## src/rtl/intpol2_mc_stream.sv

```systemverilog
// intpol2_mc_stream
//   Multi-channel streaming quadratic (3-point) interpolator. Samples arrive
//   time-multiplexed round-robin over N_CH channels; each channel keeps a
//   3-sample history. Once a channel holds 3 samples, every accepted sample
//   produces a burst of D = 2^L clamped points that interpolate m0 -> m1.
//
// Ports
//   clk, rstn            clock, asynchronous active-low reset
//   clear                synchronous clear (same effect as reset)
//   log2_d               requested L, saturated to MAX_LOG2_D, latched per burst
//   min_thold, max_thold signed clamp limits
//   in_valid/in_ready    input handshake, in_data = sample for current channel
//   out_valid/out_ready  output handshake
//   out_data             interpolated, clamped sample
//   out_ch               channel of out_data
//   out_last             last point of a burst
//   out_sat              out_data was clamped
//   primed               per-channel: at least 3 samples since reset/clear
module intpol2_mc_stream #(
    parameter int DATA_W     = 32,
    parameter int GUARD      = 2,
    parameter int N_CH       = 4,
    parameter int MAX_LOG2_D = 4
) (
    input  logic                                  clk,
    input  logic                                  rstn,
    input  logic                                  clear,
    input  logic [$clog2(MAX_LOG2_D+1)-1:0]       log2_d,
    input  logic [DATA_W-1:0]                     min_thold,
    input  logic [DATA_W-1:0]                     max_thold,
    input  logic                                  in_valid,
    output logic                                  in_ready,
    input  logic [DATA_W-1:0]                     in_data,
    output logic                                  out_valid,
    input  logic                                  out_ready,
    output logic [DATA_W-1:0]                     out_data,
    output logic [((N_CH > 1) ? $clog2(N_CH) : 1)-1:0] out_ch,
    output logic                                  out_last,
    output logic                                  out_sat,
    output logic [N_CH-1:0]                       primed
);

    localparam int MW  = DATA_W + GUARD;
    localparam int LW  = $clog2(MAX_LOG2_D + 1);
    localparam int CHW = (N_CH > 1) ? $clog2(N_CH) : 1;
    localparam int IW  = MAX_LOG2_D;
    // Product/sum width: coefficient * i^2 plus headroom for the final adds.
    localparam int PW  = MW + 2 * IW + 2;

    typedef enum logic [1:0] {
        S_IDLE,
        S_COEF,
        S_RUN
    } state_t;

    state_t r_state;
    state_t w_next;

    logic signed [MW-1:0] r_m0 [N_CH];
    logic signed [MW-1:0] r_m1 [N_CH];
    logic signed [MW-1:0] r_m2 [N_CH];
    logic [1:0]           r_cnt [N_CH];
    logic [CHW-1:0]       r_chp;
    logic [CHW-1:0]       r_ch;
    logic signed [MW-1:0] r_p0;
    logic signed [MW-1:0] r_p1;
    logic signed [MW-1:0] r_p2;
    logic [LW-1:0]        r_l;
    logic [IW-1:0]        r_i;

    logic                 w_in_fire;
    logic                 w_out_fire;
    logic                 w_prime;
    logic                 w_last;
    logic [IW-1:0]        w_dm1;
    logic [LW-1:0]        w_leff;
    logic signed [MW-1:0] w_din;
    logic signed [MW-1:0] w_cm0;
    logic signed [MW-1:0] w_cm1;
    logic signed [MW-1:0] w_cm2;
    logic signed [MW-1:0] w_sum;
    logic signed [MW-1:0] w_s;
    logic signed [MW-1:0] w_p1;
    logic signed [MW-1:0] w_p2;

    logic signed [PW-1:0] w_ix;
    logic signed [PW-1:0] w_isq;
    logic signed [PW-1:0] w_p0x;
    logic signed [PW-1:0] w_p1x;
    logic signed [PW-1:0] w_p2x;
    logic signed [PW-1:0] w_prod1;
    logic signed [PW-1:0] w_prod2;
    logic signed [PW-1:0] w_t1;
    logic signed [PW-1:0] w_t2;
    logic signed [PW-1:0] w_y;
    logic signed [PW-1:0] w_maxx;
    logic signed [PW-1:0] w_minx;
    logic [LW:0]          w_sh2;
    logic [DATA_W-1:0]    w_yc;
    logic                 w_sat;

    // Handshake qualifiers come straight from the state register so there is
    // no combinational path from in_valid/out_ready to in_ready/out_valid.
    assign w_in_fire  = in_valid & (r_state == S_IDLE);
    assign w_out_fire = out_ready & (r_state == S_RUN);
    assign w_prime    = (r_cnt[r_chp] >= 2'd2);
    assign w_din      = MW'($signed(in_data));
    assign w_leff     = (log2_d > LW'(MAX_LOG2_D)) ? LW'(MAX_LOG2_D) : log2_d;
    assign w_dm1      = IW'((32'd1 << r_l) - 32'd1);
    assign w_last     = (r_i == w_dm1);

    // ---------------------------------------------------------------- FSM
    always_ff @(posedge clk or negedge rstn) begin
        if (!rstn) begin
            r_state <= S_IDLE;
        end else if (clear) begin
            r_state <= S_IDLE;
        end else begin
            r_state <= w_next;
        end
    end

    always_comb begin
        w_next    = r_state;
        in_ready  = 1'b0;
        out_valid = 1'b0;
        case (r_state)
            S_IDLE: begin
                in_ready = 1'b1;
                if (w_in_fire && w_prime) w_next = S_COEF;
            end
            S_COEF: begin
                w_next = S_RUN;
            end
            S_RUN: begin
                out_valid = 1'b1;
                if (w_out_fire && w_last) w_next = S_IDLE;
            end
            default: w_next = S_IDLE;
        endcase
    end

    // ------------------------------------------------------- coefficients
    // The burst channel is captured at the input fire (chp has already moved
    // on by COEF), so COEF reads the history of r_ch.
    assign w_cm0 = r_m0[r_ch];
    assign w_cm1 = r_m1[r_ch];
    assign w_cm2 = r_m2[r_ch];
    assign w_sum = w_cm2 + w_cm0;
    assign w_s   = w_sum >>> 1;
    assign w_p2  = w_s - w_cm1;
    assign w_p1  = (w_cm1 <<< 1) - w_cm0 - w_s;

    // ---------------------------------------------------------- datapath
    always_ff @(posedge clk or negedge rstn) begin
        if (!rstn) begin
            for (int unsigned c = 0; c < N_CH; c++) begin
                r_m0[c]  <= '0;
                r_m1[c]  <= '0;
                r_m2[c]  <= '0;
                r_cnt[c] <= '0;
            end
            r_chp <= '0;
            r_ch  <= '0;
            r_p0  <= '0;
            r_p1  <= '0;
            r_p2  <= '0;
            r_l   <= '0;
            r_i   <= '0;
        end else if (clear) begin
            for (int unsigned c = 0; c < N_CH; c++) begin
                r_m0[c]  <= '0;
                r_m1[c]  <= '0;
                r_m2[c]  <= '0;
                r_cnt[c] <= '0;
            end
            r_chp <= '0;
            r_ch  <= '0;
            r_p0  <= '0;
            r_p1  <= '0;
            r_p2  <= '0;
            r_l   <= '0;
            r_i   <= '0;
        end else begin
            if (w_in_fire) begin
                r_m0[r_chp]  <= r_m1[r_chp];
                r_m1[r_chp]  <= r_m2[r_chp];
                r_m2[r_chp]  <= w_din;
                r_cnt[r_chp] <= (r_cnt[r_chp] == 2'd3) ? 2'd3 : r_cnt[r_chp] + 2'd1;
                r_chp        <= (r_chp == CHW'(N_CH - 1)) ? '0 : r_chp + CHW'(1);
                r_ch         <= r_chp;
            end
            if (r_state == S_COEF) begin
                r_l  <= w_leff;
                r_p0 <= w_cm0;
                r_p1 <= w_p1;
                r_p2 <= w_p2;
                r_i  <= '0;
            end
            if (w_out_fire) begin
                r_i <= r_i + IW'(1);
            end
        end
    end

    always_comb begin
        for (int unsigned c = 0; c < N_CH; c++) begin
            primed[c] = (r_cnt[c] == 2'd3);
        end
    end

    // ------------------------------------------------------------ output
    // Full-width evaluation; truncation to DATA_W only after the clamp.
    assign w_ix    = PW'(r_i);
    assign w_isq   = w_ix * w_ix;
    assign w_p0x   = PW'(r_p0);
    assign w_p1x   = PW'(r_p1);
    assign w_p2x   = PW'(r_p2);
    assign w_prod1 = w_p1x * w_ix;
    assign w_prod2 = w_p2x * w_isq;
    assign w_sh2   = {r_l, 1'b0};
    assign w_t1    = w_prod1 >>> r_l;
    assign w_t2    = w_prod2 >>> w_sh2;
    assign w_y     = w_p0x + w_t1 + w_t2;
    assign w_maxx  = PW'($signed(max_thold));
    assign w_minx  = PW'($signed(min_thold));

    always_comb begin
        w_sat = 1'b0;
        w_yc  = w_y[DATA_W-1:0];
        if (w_y > w_maxx) begin
            w_sat = 1'b1;
            w_yc  = max_thold;
        end else if (w_y < w_minx) begin
            w_sat = 1'b1;
            w_yc  = min_thold;
        end
    end

    assign out_data = (r_state == S_RUN) ? w_yc : '0;
    assign out_sat  = (r_state == S_RUN) & w_sat;
    assign out_last = (r_state == S_RUN) & w_last;
    assign out_ch   = r_ch;

endmodule
```

## config.mk

```make
export PLATFORM = sky130hd
export DESIGN_NAME = intpol2_mc_stream
export DESIGN_NICKNAME = d
export VERILOG_FILES = /design/src/rtl/intpol2_mc_stream.sv
export SDC_FILE = /design/constraint.sdc
export NUM_CORES = 2
export LEC_CHECK = 0
export CORE_ASPECT_RATIO = 0.75
export CORE_MARGIN = 3
export CORE_UTILIZATION = 50
export CTS_BUF_LIST = sky130_fd_sc_hd__clkbuf_8
export CTS_CLUSTER_DIAMETER = 120
export DETAILED_ROUTE_END_ITERATION = 7
export HOLD_SLACK_MARGIN = 0.1
export PLACE_DENSITY = 0.63
export RECOVER_POWER = 50
export SYNTH_ARGS = -nofsm -noshare
export SYNTH_HDL_FRONTEND = slang
export SYNTH_SLANG_ARGS = --single-unit
```

## constraint.sdc

```tcl
create_clock -name clk -period 19.8 [get_ports clk]
set_input_delay 3.96 -clock clk [delete_from_list [all_inputs] [get_ports clk]]
set_output_delay 3.96 -clock clk [all_outputs]
set_load 0.01 [all_outputs]
```

==> run_results.csv <==
group,metric,value,unit
logic_synthesis,syn_nets,6227,
global_routing,antenna_found_initial,9,
setup_path,worstRegToRegCells,25,
clock_tree,cts_inserted_buffers,88,
clock_tree,path_clk_slew,60,ps
setup_path,crit_slowest_cell,"a211oi_1",
timing,setup_viol,0,
die,start_util,50.7,%
outcome,run_status,"finished, violations left",
logic_synthesis,synth.area.mux_share,10.7,%
route,wl_per_cell,22.3,µm
die,die_h,284,µm
route,wl_met1,71700,µm
setup_path,rrSetupSlack,10670,ps
clock_tree,post-cts-setup-buffers,0,
logic_synthesis,synth_xor_area_share,3.20,%
logic_synthesis,synth_simple_gate_area_share,11.2,%
layout,syn2layout_area_growth,8.32,%
clock_tree,cts.path.max_buffers,3,
clock_tree,cts_tree,"done",
route,dr.pass1.iters,6,
clock_tree,postCtsHoldBufs,0,
logic_synthesis,ys_ff_latch,505,
timing,fmaxAchievable,53.5,MHz
placement,place_hpwl,114000,µm
timing,layout_setup_ws,1090,ps
setup_path,critPathMaxFanout,41,
placement,place.gp.congestion,0.965,
setup_path,critPathMostFrequentCell,"a21o_1",
logic_synthesis,synth-edff-count,0,
logic_synthesis,syn_inst,5370,
layout,fin_nets,6226,
die,die_x,377,µm
logic_synthesis,synthAdderAreaFrac,23.0,%
route,vias_per_cell,6.06,
global_routing,grt_max_degree,120,
logic_synthesis,ys_seq_area_share,24.5,%
setup_path,cp.arrival,14750,ps
route,first_iter_violations,4027,
logic_synthesis,synth_compound_area_share,19.7,%
route,drcViolationCount,0,
setup_path,regToRegStartpoint,"out_ch[1]$_DFFE_PN0P_",
placement,io_buffers,145,
route,top_layer,"met5",
logic_synthesis,ys_types,101,
die,coreArea,102000,µm²
timing,tightest_slew,6400,ps
power_and_ir_drop,p_per_area,51.3,nW/µm²
timing,timing.final.crit_share,94.5,%
timing,slew_headroom,-327,%
route,route.met3.wl,13700,µm
run,cap_violations,13,
timing,final_hold_viol_count,0,
global_routing,grt_util_all_layers,28.2,%
logic_synthesis,synthFlopType,"dfrtp_1",
placement,dp_slack,2070,ps
clock_tree,cts_root_buffer,"clkbuf_8",
die,rows,101,
timing,skew,67.8,ps
logic_synthesis,avgSynthCellArea,9.61,µm²
setup_path,r2r-end,"r_p1[32]$_DFFE_PN0P_",
power_and_ir_drop,p_leak,28.3,nW
power_and_ir_drop,ir_worst_vdd,0.0655,mV
clock_tree,ctsHtreeMaxLevel,3,
setup_path,critPathRequiredTime,15840,ps
setup_path,critPathLaunch,"r_i[1]$_DFFE_PN0P_",
logic_synthesis,async_flop_share,100,%
route,routed-wl-met2,63600,µm
route,antenna_left,0,
die,dieArea,107000,µm²
setup_path,path_class,"reg -> out",
logic_synthesis,netlist_area,51600,µm²
global_routing,grt-ovfl-total,0,
timing,slew_violations,783,
die,ios,146,
setup_path,cp_slowest_stage_delay,660,ps
clock_tree,cts_sinks,505,
setup_path,cp-end-kind,"output port",
global_routing,grt_pass1_vias,40967,
timing,rsz0062_at_grt,"no",
global_routing,grt_pass1_wl,239000,µm
route,num_vias,41085,
route,routed_wirelength,151000,µm
setup_path,crit_path_end,"out_data[29]",
logic_synthesis,ys_warn_count,0,
timing,min_period,18710,ps
logic_synthesis,synth_top_family_by_area,"adder cells",
min_path,holdCritPathClass,"reg -> reg",
clock_tree,clk_latency,760,ps
setup_path,start_kind,"flop",
clock_tree,ctsResizeCount,0,
outcome,failed_checks,"capacitance limit, slew limit",
timing,fin_tns_setup,0,ps
layout,layout-drive-gt1-share,7.78,%
-- registers in the layout, indices dropped and copies added, names as in the netlist --
register  cells
out_ch        2
r_chp         2
r_cnt         8
r_i           4
r_l           3
r_m0        128
r_m1        128
r_m2        128
r_p0         32
r_p1         34
r_p2         34
r_state       2
-- layout make-up --
type | count | area (µm²)
tap | 1339 | 1680
antenna | 4 | 10.0
sequential | 505 | 12700
inverter | 758 | 2850
clock inverter | 47 | 318
timing repair buffer | 192 | 1790
fill | 9173 | 45800
multi-input combinational | 3824 | 35100
clock buffer | 110 | 1510
-- critical path, delay by kind of cell (launching register included) --
kind	cells	cell delay [ps]
adder cells (fa/ha/maj)	9	3410
buffers and inverters	8	1690
flip-flops	1	410
multiplexers	4	940
AND/OR/NAND/NOR	9	1610
AO/OA/AOI/OAI	24	5920
-- per-layer routing --
layer | global-route usage (%) | vias to the layer above
li1 | - | 18851
met1 | 43.0 | 20716
met2 | 40.8 | 1351
met3 | 6.83 | 161
met4 | 5.27 | 6
met5 | 0 | -
-- cells in the mapped netlist, types with 50 or more instances --
master      n  share of area [%]
nor2b_1    64               0.78
xnor2_1   115                2.0
a21o_1    153                2.2
mux4_2    167                7.3
nor2_1    216                1.6
inv_1     756                5.5
fa_1      324                 13
o21ai_0   199                1.9
dfrtp_1   505                 24
mux2i_1   148                2.9
ha_1      429                 10
a21oi_1   288                2.8
a22o_1    427                7.2
and2_1    314                3.8
clkbuf_1  210                1.5
nand3_1    50               0.49
xor2_1     70                1.2
nand2_1   272                2.0
a211oi_1   53               0.77
-- cells in the final DEF (no fill, tap or decap), types with 137 or more instances in the layout --
cell type        netlist  layout
dfrtp_1              505     499
and2_1               314     308
nor2_1               216     216
a21o_1               153     153
nand2_1              272     272
a22o_1               427     427
ha_1                 429     429
fa_1                 324     324
mux2i_1              148     148
mux4_2               167     167
o21ai_0              199     199
inv_1                756     781
a21oi_1              288     283
clkdlybuf4s50_1        0     137
-- cells by family (layout without fill, tap and decap cells) --
group / Yosys count / after routing
buffers and inverters: 1041 / 1107
flip-flops: 505 / 505
multiplexers: 340 / 340
other: 0 / 4
AO/OA/AOI/OAI: 1420 / 1420
XOR/XNOR: 187 / 187
AND/OR/NAND/NOR: 1124 / 1124
adder cells (fa/ha/maj): 753 / 753
-- metrics by stage --
stage               total power, W  cell area, µm²  std cells  util, %  hold WS [ps]
finish                     0.00286           55900       6779     54.9           498
CTS                        0.00286           55900       6775     55.0           495
detailed placement         0.00186           54100       6618     53.2           482
floorplan                  0.00156           51600       5370        -           450
global route               0.00299           55900       6777     54.9           508
global placement           0.00186           54100       6618     53.2           467
-- how the worst min path moves through the flow --
stage               depth (start not counted)  slack [ps]                 start                    to
floorplan                                   2         450   r_p0[0]$_DFFE_PN0P_   r_p0[0]$_DFFE_PN0P_
global placement                            2         470   r_p0[0]$_DFFE_PN0P_   r_p0[0]$_DFFE_PN0P_
detailed placement                          2         480   r_p0[0]$_DFFE_PN0P_   r_p0[0]$_DFFE_PN0P_
CTS                                         2         490   r_p0[0]$_DFFE_PN0P_   r_p0[0]$_DFFE_PN0P_
global route                                1         510  r_m0[56]$_DFFE_PN0P_  r_m0[56]$_DFFE_PN0P_
finish                                      2         500   r_p0[0]$_DFFE_PN0P_   r_p0[0]$_DFFE_PN0P_
-- power breakdown --
| group | switching (W) | total (W) | internal [W] |
|---|---|---|---|
| logic | 0.000507 | 0.000782 | 0.000275 |
| registers | 0.0000302 | 0.00108 | 0.00105 |
| clock network | 0.000476 | 0.000999 | 0.000523 |
No activity file was read; power rests on OpenSTA's default activity.
